[src/rtl/trap_pkg.sv]
// Shared definitions for the machine-mode trap controller: CSR addresses,
// FSM state encoding, trap cause codes and reset values.
package trap_pkg;

  localparam logic [11:0] CSR_MSTATUS = 12'h300;
  localparam logic [11:0] CSR_MIE     = 12'h304;
  localparam logic [11:0] CSR_MTVEC   = 12'h305;
  localparam logic [11:0] CSR_MEPC    = 12'h341;
  localparam logic [11:0] CSR_MCAUSE  = 12'h342;
  localparam logic [11:0] CSR_MIP     = 12'h344;

  localparam logic [31:0] MCAUSE_EXT  = 32'h8000_000B;
  localparam logic [31:0] MCAUSE_TMR  = 32'h8000_0007;
  localparam logic [31:0] MTVEC_RST   = 32'h0000_1000;
  localparam logic [31:0] ALIGN_MASK  = 32'hFFFF_FFFC;

  localparam int MST_MIE_BIT  = 3;
  localparam int MST_MPIE_BIT = 7;
  localparam int MTIE_BIT     = 7;
  localparam int MEIE_BIT     = 11;

  typedef enum logic [1:0] {
    ST_RUN   = 2'd0,
    ST_WFI   = 2'd1,
    ST_ENTER = 2'd2,
    ST_RET   = 2'd3
  } trap_state_e;

  // MPP is hardwired to machine mode, so it always reads 2'b11.
  function automatic logic [31:0] mstatus_pack(input logic mie, input logic mpie);
    logic [31:0] v;
    v               = 32'h0000_1800;
    v[MST_MIE_BIT]  = mie;
    v[MST_MPIE_BIT] = mpie;
    return v;
  endfunction

  function automatic logic [31:0] irq_pack(input logic tmr, input logic ext);
    logic [31:0] v;
    v           = '0;
    v[MTIE_BIT] = tmr;
    v[MEIE_BIT] = ext;
    return v;
  endfunction

endpackage

[src/rtl/trap_csr_file.sv]
// Machine-mode CSR storage and read mux. Hardware trap/return updates take
// priority over software writes for mstatus, mepc and mcause.
module trap_csr_file
  import trap_pkg::*;
(
  input  logic        clk,
  input  logic        rst_n,
  input  logic        ext_irq_i,
  input  logic        tmr_irq_i,
  input  logic        csr_we_i,
  input  logic [11:0] csr_waddr_i,
  input  logic [31:0] csr_wdata_i,
  input  logic [11:0] csr_raddr_i,
  input  logic        hw_trap_i,
  input  logic [31:0] hw_cause_i,
  input  logic        hw_ret_i,
  input  logic        hw_epc_we_i,
  input  logic [31:0] hw_epc_i,
  output logic [31:0] csr_rdata_o,
  output logic        mst_mie_o,
  output logic        mtie_o,
  output logic        meie_o,
  output logic [31:0] mtvec_o,
  output logic [31:0] mepc_o
);

  logic        mst_mie_q;
  logic        mst_mpie_q;
  logic        mtie_q;
  logic        meie_q;
  logic [31:0] mtvec_q;
  logic [31:0] mepc_q;
  logic [31:0] mcause_q;

  logic wr_mstatus;
  logic wr_mie;
  logic wr_mtvec;
  logic wr_mepc;
  logic wr_mcause;

  assign wr_mstatus = csr_we_i && (csr_waddr_i == CSR_MSTATUS);
  assign wr_mie     = csr_we_i && (csr_waddr_i == CSR_MIE);
  assign wr_mtvec   = csr_we_i && (csr_waddr_i == CSR_MTVEC);
  assign wr_mepc    = csr_we_i && (csr_waddr_i == CSR_MEPC);
  assign wr_mcause  = csr_we_i && (csr_waddr_i == CSR_MCAUSE);

  always_ff @(posedge clk or negedge rst_n) begin
    if (!rst_n) begin
      mst_mie_q  <= 1'b0;
      mst_mpie_q <= 1'b0;
      mtie_q     <= 1'b0;
      meie_q     <= 1'b0;
      mtvec_q    <= MTVEC_RST;
      mepc_q     <= '0;
      mcause_q   <= '0;
    end else begin
      if (hw_trap_i) begin
        mst_mie_q  <= 1'b0;
        mst_mpie_q <= mst_mie_q;
      end else if (hw_ret_i) begin
        mst_mie_q  <= mst_mpie_q;
        mst_mpie_q <= 1'b1;
      end else if (wr_mstatus) begin
        mst_mie_q  <= csr_wdata_i[MST_MIE_BIT];
        mst_mpie_q <= csr_wdata_i[MST_MPIE_BIT];
      end

      if (wr_mie) begin
        mtie_q <= csr_wdata_i[MTIE_BIT];
        meie_q <= csr_wdata_i[MEIE_BIT];
      end

      if (wr_mtvec) begin
        mtvec_q <= csr_wdata_i & ALIGN_MASK;
      end

      if (hw_epc_we_i) begin
        mepc_q <= hw_epc_i & ALIGN_MASK;
      end else if (wr_mepc) begin
        mepc_q <= csr_wdata_i & ALIGN_MASK;
      end

      if (hw_trap_i) begin
        mcause_q <= hw_cause_i;
      end else if (wr_mcause) begin
        mcause_q <= csr_wdata_i;
      end
    end
  end

  // A same-cycle WB write to the address being read is bypassed to ID.
  always_comb begin
    csr_rdata_o = '0;
    if (csr_we_i && (csr_waddr_i == csr_raddr_i)) begin
      csr_rdata_o = csr_wdata_i;
    end else begin
      case (csr_raddr_i)
        CSR_MSTATUS: csr_rdata_o = mstatus_pack(mst_mie_q, mst_mpie_q);
        CSR_MIE:     csr_rdata_o = irq_pack(mtie_q, meie_q);
        CSR_MTVEC:   csr_rdata_o = mtvec_q;
        CSR_MEPC:    csr_rdata_o = mepc_q;
        CSR_MCAUSE:  csr_rdata_o = mcause_q;
        CSR_MIP:     csr_rdata_o = irq_pack(tmr_irq_i, ext_irq_i);
        default:     csr_rdata_o = '0;
      endcase
    end
  end

  assign mst_mie_o = mst_mie_q;
  assign mtie_o    = mtie_q;
  assign meie_o    = meie_q;
  assign mtvec_o   = mtvec_q;
  assign mepc_o    = mepc_q;

endmodule

[src/rtl/trap_ctrl.sv]
// Machine-mode trap controller: interrupt acceptance, WFI sleep, MRET, and
// the pipeline stall/redirect it drives. state_o exposes the FSM for debug.
module trap_ctrl
  import trap_pkg::*;
(
  input  logic        clk,
  input  logic        rst_n,
  input  logic        ex_valid_i,
  input  logic [31:0] ex_pc_i,
  input  logic        wfi_i,
  input  logic        mret_i,
  input  logic        ext_irq_i,
  input  logic        tmr_irq_i,
  input  logic        csr_we_i,
  input  logic [11:0] csr_waddr_i,
  input  logic [31:0] csr_wdata_i,
  input  logic [11:0] csr_raddr_i,
  output logic [31:0] csr_rdata_o,
  output logic        stall_o,
  output logic        redirect_o,
  output logic [31:0] pc_new_o,
  output logic [1:0]  state_o
);

  trap_state_e state_q;
  logic        stall_q;
  logic        redirect_q;
  logic [31:0] pc_new_q;

  logic        mst_mie;
  logic        mtie;
  logic        meie;
  logic [31:0] mtvec;
  logic [31:0] mepc;

  logic        ext_pend;
  logic        pending;
  logic        take;

  logic        run_trap;
  logic        run_wfi;
  logic        run_ret;
  logic        wfi_trap;
  logic        wfi_wake;

  logic        hw_trap;
  logic        hw_epc_we;
  logic [31:0] hw_epc;
  logic [31:0] hw_cause;

  assign ext_pend = ext_irq_i & meie;
  assign pending  = ext_pend | (tmr_irq_i & mtie);
  assign take     = pending & mst_mie;

  // Acceptance strobes; a taken interrupt squashes whatever EX holds.
  always_comb begin
    run_trap = 1'b0;
    run_wfi  = 1'b0;
    run_ret  = 1'b0;
    wfi_trap = 1'b0;
    wfi_wake = 1'b0;
    if (state_q == ST_RUN && ex_valid_i) begin
      run_trap = take;
      run_wfi  = !take && wfi_i;
      run_ret  = !take && !wfi_i && mret_i;
    end
    if (state_q == ST_WFI) begin
      wfi_trap = pending && mst_mie;
      wfi_wake = pending && !mst_mie;
    end
  end

  assign hw_trap   = run_trap | wfi_trap;
  assign hw_epc_we = run_trap | run_wfi;
  assign hw_epc    = run_trap ? ex_pc_i : (ex_pc_i + 32'd4);
  assign hw_cause  = ext_pend ? MCAUSE_EXT : MCAUSE_TMR;

  trap_csr_file u_csr (
    .clk         (clk),
    .rst_n       (rst_n),
    .ext_irq_i   (ext_irq_i),
    .tmr_irq_i   (tmr_irq_i),
    .csr_we_i    (csr_we_i),
    .csr_waddr_i (csr_waddr_i),
    .csr_wdata_i (csr_wdata_i),
    .csr_raddr_i (csr_raddr_i),
    .hw_trap_i   (hw_trap),
    .hw_cause_i  (hw_cause),
    .hw_ret_i    (run_ret),
    .hw_epc_we_i (hw_epc_we),
    .hw_epc_i    (hw_epc),
    .csr_rdata_o (csr_rdata_o),
    .mst_mie_o   (mst_mie),
    .mtie_o      (mtie),
    .meie_o      (meie),
    .mtvec_o     (mtvec),
    .mepc_o      (mepc)
  );

  always_ff @(posedge clk or negedge rst_n) begin
    if (!rst_n) begin
      state_q    <= ST_RUN;
      stall_q    <= 1'b0;
      redirect_q <= 1'b0;
      pc_new_q   <= '0;
    end else begin
      redirect_q <= 1'b0;
      pc_new_q   <= '0;
      case (state_q)
        ST_RUN: begin
          if (run_trap) begin
            state_q    <= ST_ENTER;
            redirect_q <= 1'b1;
            pc_new_q   <= mtvec;
          end else if (run_wfi) begin
            state_q <= ST_WFI;
            stall_q <= 1'b1;
          end else if (run_ret) begin
            state_q    <= ST_RET;
            redirect_q <= 1'b1;
            pc_new_q   <= mepc;
          end
        end
        ST_WFI: begin
          if (wfi_trap) begin
            state_q    <= ST_ENTER;
            stall_q    <= 1'b0;
            redirect_q <= 1'b1;
            pc_new_q   <= mtvec;
          end else if (wfi_wake) begin
            state_q    <= ST_RUN;
            stall_q    <= 1'b0;
            redirect_q <= 1'b1;
            pc_new_q   <= mepc;
          end
        end
        ST_ENTER: state_q <= ST_RUN;
        ST_RET:   state_q <= ST_RUN;
        default:  state_q <= ST_RUN;
      endcase
    end
  end

  assign stall_o    = stall_q;
  assign redirect_o = redirect_q;
  assign pc_new_o   = pc_new_q;
  assign state_o    = state_q;

endmodule
[config.mk]
export PLATFORM = sky130hd
export DESIGN_NAME = trap_ctrl
export DESIGN_NICKNAME = d
export VERILOG_FILES = /design/src/rtl/trap_pkg.sv /design/src/rtl/trap_csr_file.sv /design/src/rtl/trap_ctrl.sv
export SDC_FILE = /design/constraint.sdc
export NUM_CORES = 1
export LEC_CHECK = 0
export ABC_AREA = 0
export CAP_MARGIN = 10
export CORE_UTILIZATION = 50
export DETAILED_ROUTE_END_ITERATION = 16
export PLACE_DENSITY_LB_ADDON = 0.08
export SKIP_CTS_REPAIR_TIMING = 1
export SLEW_MARGIN = 20
export SYNTH_ARGS = -nofsm -noshare
export SYNTH_HDL_FRONTEND = slang
export SYNTH_SLANG_ARGS = --single-unit
[constraint.sdc]
create_clock -name clk -period 4 [get_ports clk]
set_input_delay 1.2 -clock clk [delete_from_list [all_inputs] [get_ports clk]]
set_output_delay 1.2 -clock clk [all_outputs]
set_load 0.01 [all_outputs]
==> results of run 1 <==
==> per-stage QoR <==
stage	utilization	power, mW	setup TNS (ns)	instances	setup WS, ns
detailed placement	0.650	2.03	-21.79	1127	-0.731
global route	0.707	3.75	-0.274	1171	-0.0283
global placement	0.650	2.01	-20.29	1127	-0.657
floorplan	-	1.75	0	794	0.166
finish	0.707	3.63	0	1171	0.0392
CTS	0.692	3.62	-22.35	1159	-0.741
==> registers in the layout, indices dropped and copies added, names as in the netlist <==
| signal | cells |
|---|---|
| stall_o | 1 |
| u_csr.mepc_o | 30 |
| redirect_o | 1 |
| u_csr.mtvec_o | 30 |
| state_o | 2 |
| u_csr.meie_o | 1 |
| pc_new_o | 30 |
| u_csr.mtie_o | 1 |
| u_csr.mst_mie_o | 1 |
| u_csr.mst_mpie_q | 1 |
| u_csr.mcause_q | 32 |
==> logic make-up (layout without fill, tap and decap cells) <==
logic type / after synthesis / after routing
XOR/XNOR: 35 / 35
flip-flops: 130 / 130
other: 1 / 2
multiplexers: 40 / 40
adder cells (fa/ha/maj): 1 / 1
buffers and inverters: 68 / 261
AO/OA/AOI/OAI: 241 / 241
AND/OR/NAND/NOR: 277 / 277
==> synthesized netlist by cell type, drive strengths merged, types with 26 or more instances <==
library cell  number
a211oi            26
a21oi             80
a22o              34
a22oi             30
buf               35
clkbuf            28
dfrtp            129
mux2              34
nand2            106
nor2              50
nor2b             32
o31ai             28
==> per-layer routing <==
layer | wire, um | global-route usage | vias to the layer above
met4 | 549 | 0.120 | 0
met2 | 12100 | 0.515 | 360
li1 | - | - | 3258
met3 | 1840 | 0.0623 | 50
met1 | 10300 | 0.423 | 3582
met5 | 0 | 0 | -
==> worst max path at each step <==
stage | to | slack [ns] | depth (start not counted)
detailed placement | csr_rdata_o[24] | -0.73 | 9
floorplan | csr_rdata_o[10] | 0.17 | 7
finish | csr_rdata_o[17] | 0.04 | 10
CTS | csr_rdata_o[24] | -0.74 | 9
global placement | csr_rdata_o[13] | -0.66 | 7
global route | csr_rdata_o[31] | -0.03 | 11
==> report_power, final <==
part | internal (mW) | switching (mW) | total (mW)
Sequential | 1.42 | 0.0904 | 1.51
Clock | 0.992 | 0.604 | 1.60
Combinational | 0.268 | 0.259 | 0.527
==> layout make-up <==
cell class                 instances  area (um^2)  area share
clock buffer                      18          439      0.0427
clock inverter                    14          164      0.0159
inverter                           5         18.8     0.00183
multi-input combinational        596         3960       0.385
sequential                       130         3250       0.317
tap                              184          230      0.0224
timing repair buffer             224         2210       0.215
==> worst max-delay path, stage by stage <==
cell and delay, ns:
clkbuf_2 0.11, xnor2_1 0.18, nand4_1 0.17, nor4_4 0.32
buf_4 0.20, buf_8 0.14, clkbuf_16 0.14, nand2_1 0.06
o31ai_2 0.06, buf_2 0.17
==> placed cells by master, fill, tap and decap left out, types with 4 or more instances in the layout <==
cell type	instances
nor3_1	4
inv_1	5
nor4_1	5
or3_1	5
a211oi_1	24
o21ai_0	14
a31oi_1	11
dfrtp_1	129
o31ai_1	22
dlymetal6s2s_1	26
clkdlybuf4s50_1	101
a22o_1	34
clkinv_2	5
o31ai_2	6
and3_1	9
mux2_2	33
mux2i_1	6
and4_1	8
nor2_1	49
a21oi_1	78
xnor2_1	18
a22oi_1	30
buf_12	10
nor2b_1	27
buf_4	47
nand4_1	17
buf_6	5
clkbuf_2	22
xnor2_2	6
buf_2	8
nand2_1	104
clkbuf_16	21
xor2_1	11
nand3_1	15
o22ai_1	5
==> results.md, run 1 <==
- Synthesized area: roughly 7400 um^2
- Crit Path Max Fanout: 5
- Core ar.: 14500 um^2
- Max_cap viols: 0
- Via density: ~6.2
- Worst vdd rail ir drop: 0.232 mV
- Hold depth: 1
- Clk_lat worst skew: approximately 0.42 ns
- Cells after synthesis: 793
- Worst slew pin tran: 0.698 ns
- Crit path from: csr_waddr_i[1]
- Hold Startpoint: u_csr.mepc_o[24]
- Nets: 1071
- Post-synthesis mux area share: 0.0596
- EDFF count, synth: 0
- Layout fillers: 1123
- Io pins: 164
- Clock slew at reported path FFs: 0.06 ns
- Synth top area share: 0.435
- Top_reg_cell synth: dfrtp_1
- Final hold vios: 0
- Clk buf depth: 2
- Final Cycle Share: 0.990
- CP required: between 2 and 3 ns
- WL per Instance: 21.2 um
- Complex-gate fraction of the synthesized area: 0.216
- HP Class: reg -> reg
- Post-synth ARST share: 1.00
- Post-Synth Simple-Gate Area: 0.195
- Crit start category: primary input
- Vias in the first global route: 6969
- Critical path class: in -> out
- CTS Buf Count: 17
- GR Overflow Total: 0
- GRT Util Overall: 0.319
- Achievable Freq: 0.252 GHz
- Die ar.: approximately 15000 um^2
- DRT Wirelength: approximately 25 mm
- CTS sink count: 130
- Crit path time final: between 3 and 4 ns
- Root buf cell: clkbuf_16
- CTS tree: built
- CP Capture Type: output port
- Final Setup Violations: 0
- Antenna-violating nets left: 0
- Synthesis-stage register bit count: 130
- Share of cells above drive strength 1: 0.205
- Sequential fraction of the synthesis area: 0.438
- Critical R2R Capture: u_csr.mepc_o[8]
- Min Hold Slack: 0.517 ns
- Hold path endpoint: pc_new_o[24]
- Area growth syn-to-layout: 38.4%
- Drt pass-1 iters: 5
- Iter 0 DRT Violations: 636
- Pins Over Slew Limit: 0
- Worst R2R Setup Slack: 1.78 ns
- Area leader, netlist: dfrtp_1
- Worst Reg-to-Reg Cells: 6
- Data arrival, critical path: 2.76 ns
- Placed Area: 9450 um^2
- Via count: ~7300
- Die height: 124 um
- Final GP Congestion: 0.958
- DR DRC count: 0
- Initial core utilization: 0.511
- Die Wd: 124 um
- Post-route cell area: 10300 um^2
- Xor/xnor cell area share of the yosys netlist: 0.0413
- Leakage power: 4.62 nW
- Netlist cell types: 57
- Dpl hpwl: 15.7 mm
- RSZ-0062 raised after global routing: true
- Top cells by area, synth: dfrtp_1 (43%), a21oi_1 (5.4%), nand2_1 (5.4%)
- Initial antenna violation count: 0
- Slew margin rel.: 0.533
- Status: finished, final reports clean
- Worst r2r src: state_o[0]
- Max H-tree Level: 4
- First-pass GRT wire length: 36.8 mm
- Power per Cell Area: 353 nW/um^2
- Mean Syn Cell Area: 9.36 um^2
- Row count: 44
- Main combinational cell family by area after synthesis: compound AO/OA/AOI/OAI gates
- Antenna cells: 0
- Adder-cell share of the synthesized area: 0.00168
- Setup Skew: 0.00548 ns
- Largest net degree at the start of global routing: 91
- I/O Buffers: 159
- Yosys Warn Count: 0
Note: power is estimated with default switching activity, not from simulation.
==> inputs of run 2 (changes only) <==
Settings changed: CORE_MARGIN from default to 3, CORE_UTILIZATION 50 to 51, CTS_CLUSTER_DIAMETER from default to 100.
==> run 2 against run 1 <==
The run now ends with negative setup slack left. Via count grew 0.87%. Clock skew grew 0.0012 ns. Power shrank 0.44%. Critical path type unchanged. Combinational power shrank 2%. Routed wire length grew 1.2%. Sequential share of layout area grew 0.30 points. Register-to-register slack gained 0.06 ns. Clock power is essentially flat.
==> results.md, run 2 (synthesis gave the netlist of run 1 again) <==
- Status: complete, but fails checks
- Failing checks: negative setup slack
- Share of cells above drive strength 1: 0.205 (about the same)
- Root buf cell: clkbuf_16
- GR Overflow Total: 0 (unchanged)
- CP required: 2.80 ns (about the same)
- Antenna-violating nets left: 0 (unchanged)
- Gr busiest metal: met2
- CTS tree: built
- Data arrival, critical path: 2.81 ns (+0.05 ns)
- Die height: 127 um (+2.3%)
- Register share of total power: 0.418 (+0.003)
- Clk pwr share: 0.440 (about the same)
- Dpl hpwl: 16.1 mm (+2.2%)
- Die ar.: 16000 um^2 (+4.6%)
- GRT met3 Usage: 0.0547 (-0.00753)
- Max reg flops: 32 (unchanged)
- Clk_lat worst skew: 0.43 ns (about the same)
- Final Setup Violations: 3 (+3)
- Row count: 43 (-2.3%)
- Clk buf depth: 2 (unchanged)
- Comb pwr share: 0.143 (-0.002)
- Area growth syn-to-layout: 37.1%
- Io pins: 164 (unchanged)
- Core ar.: 14000 um^2 (-3.4%)
- Biggest register: u_csr.mcause_q
- Setup ws final: -0.0114 ns (-0.0506 ns)
- HP Class: reg -> reg
- Nets: 1061 (-0.93%)
- Setup Skew: 0.00671 ns (+0.00123 ns)
- Worst slew pin tran: 0.810 ns (+0.111 ns)
- Initial core utilization: 0.529 (+0.0179)
- Slew margin rel.: 0.460 (-0.0733)
- Final Cycle Share: 1.00 (+0.0127)
- Antenna cells: 0 (unchanged)
- Largest net degree at the start of global routing: 64 (-30%)
- WL per Instance: 21.7 um (+2.4%)
- CTS Buf Count: 17 (unchanged)
- Met2 usage: 0.474 (-0.0414)
- Iter 0 DRT Violations: 854 (+34%)
- Achievable Freq: 0.249 GHz (-1.3%)
- Die Wd: 127 um (+2.3%)
- Min Hold Slack: 0.506 ns (-0.0105 ns)
- Sw frac: 0.270 (+0.00705)
- Final hold vios: 0 (unchanged)
- Critical path class: in -> out
- Clock slew at reported path FFs: 0.06 ns (about the same)
- DR DRC count: 0 (unchanged)
- Pins Over Slew Limit: 0 (unchanged)
- Most common cell after layout, fill and taps aside: dfrtp_1
- Sw power: 975 uW (+2.2%)
- First-pass GRT wire length: 37.5 mm (+1.9%)
- Overall power: 3.61 mW (-0.44%)
- Layout fillers: 996 (-11%)
- GRT met1 Usage: 0.386 (-0.0368)
- I/O Buffers: 159 (unchanged)
- GRT Util Overall: 0.292 (-0.0269)
- Crit Path Max Fanout: 8 (+3)
- CTS sink count: 130 (unchanged)
- Drt pass-1 iters: 5 (unchanged)
- Crit path time final: 4.01 ns (+0.0506 ns)
- Via density: 6.32 (+2.1%)
- Leakage power: 4.55 nW (-1.6%)
- Final GP Congestion: 0.911 (-4.9%)
- Crit start category: primary input
- Most frequent cells in the layout: dfrtp_1 (129), clkdlybuf4s50_1 (101), nand2_1 (98)
- Max H-tree Level: 4 (unchanged)
- Via count: 7313 (+0.87%)
- Internal power: 2.64 mW (-1.4%)
- Max_cap viols: 0 (unchanged)
- Initial antenna violation count: 0 (unchanged)
- Worst vdd rail ir drop: 0.268 mV (+15%)
- DRT Wirelength: 25.2 mm (+1.2%)
- Power per Cell Area: 355 nW/um^2 (+0.49%)
- CP Capture Type: output port
- Vias in the first global route: 7255 (+4.1%)
## run 2: changes by cell type in the layout (fill, tap and decap cells not counted), moves of 2 or more
cell,previous run,this run
buf_4,47,41
clkinv_2,5,1
nand2_1,104,98
inv_6,0,2
xnor2_2,6,3
o31ai_1,22,16
nand2_2,2,7
o31ai_2,6,12
xnor2_1,18,21
buf_12,10,8
## run 2: through the flow
step	instance area (um^2)	util	TNS, ns	instances	worst slack [ns]
6_report	10200	0.725	-0.0210	1157	-0.0114
5_1_grt	10200	0.725	-0.615	1157	-0.0572
4_1_cts	9980	0.711	-22.00	1150	-0.747
3_5_place_dp	9380	0.668	-21.92	1118	-0.748
3_3_place_gp	9380	0.668	-20.99	1118	-0.714
2_1_floorplan	7430	-	0	794	0.166
## run 2: routing by layer
layer,up-vias,part of all wire
met5,-,0
met4,0,0.033
met3,66,0.091
met2,425,0.49
met1,3588,0.39
li1,3234,-
## run 2: worst paths after layout
path | from | end | slack [ns] | cells past startpoint
worst min-delay path | state_o[1] | state_o[0] | 0.51 | 1
max in group asynchronous | rst_n | u_csr.mepc_o[9] | 2.34 | 2
worst max register to register | state_o[0] | u_csr.mst_mie_o | 1.84 | 6
worst min register to register | state_o[1] | state_o[0] | 0.51 | 1
min in group asynchronous | rst_n | pc_new_o[5] | 0.85 | 1
worst max-delay path | csr_raddr_i[4] | csr_rdata_o[21] | -0.01 | 10
## run 2: area by class of cell
class | count | area [um^2] | area share
multi-input combinational | 596 | 3990 | 0.392
sequential | 130 | 3250 | 0.320
timing repair buffer | 214 | 2090 | 0.205
clock buffer | 19 | 453 | 0.0445
tap | 180 | 225 | 0.0221
clock inverter | 13 | 151 | 0.0149
inverter | 5 | 18.8 | 0.00184
## run 2: power groups by stage
stage,Sequential (mW),Clock (mW),Combinational [mW]
after CTS,1.51,1.60,0.507
after global placement,1.52,0,0.486
after global routing,1.52,1.65,0.566
final,1.51,1.59,0.516
after detailed placement,1.53,0,0.499
after floorplan,1.50,0,0.258
## run 2: worst max-delay path, cell delays in order
cell	delay, ns
dlymetal6s2s_1	0.15
xnor2_1	0.17
nand4_1	0.15
nor4_4	0.32
buf_4	0.18
buf_6	0.12
clkbuf_16	0.20
nand2_2	0.07
o31ai_2	0.06
buf_2	0.17
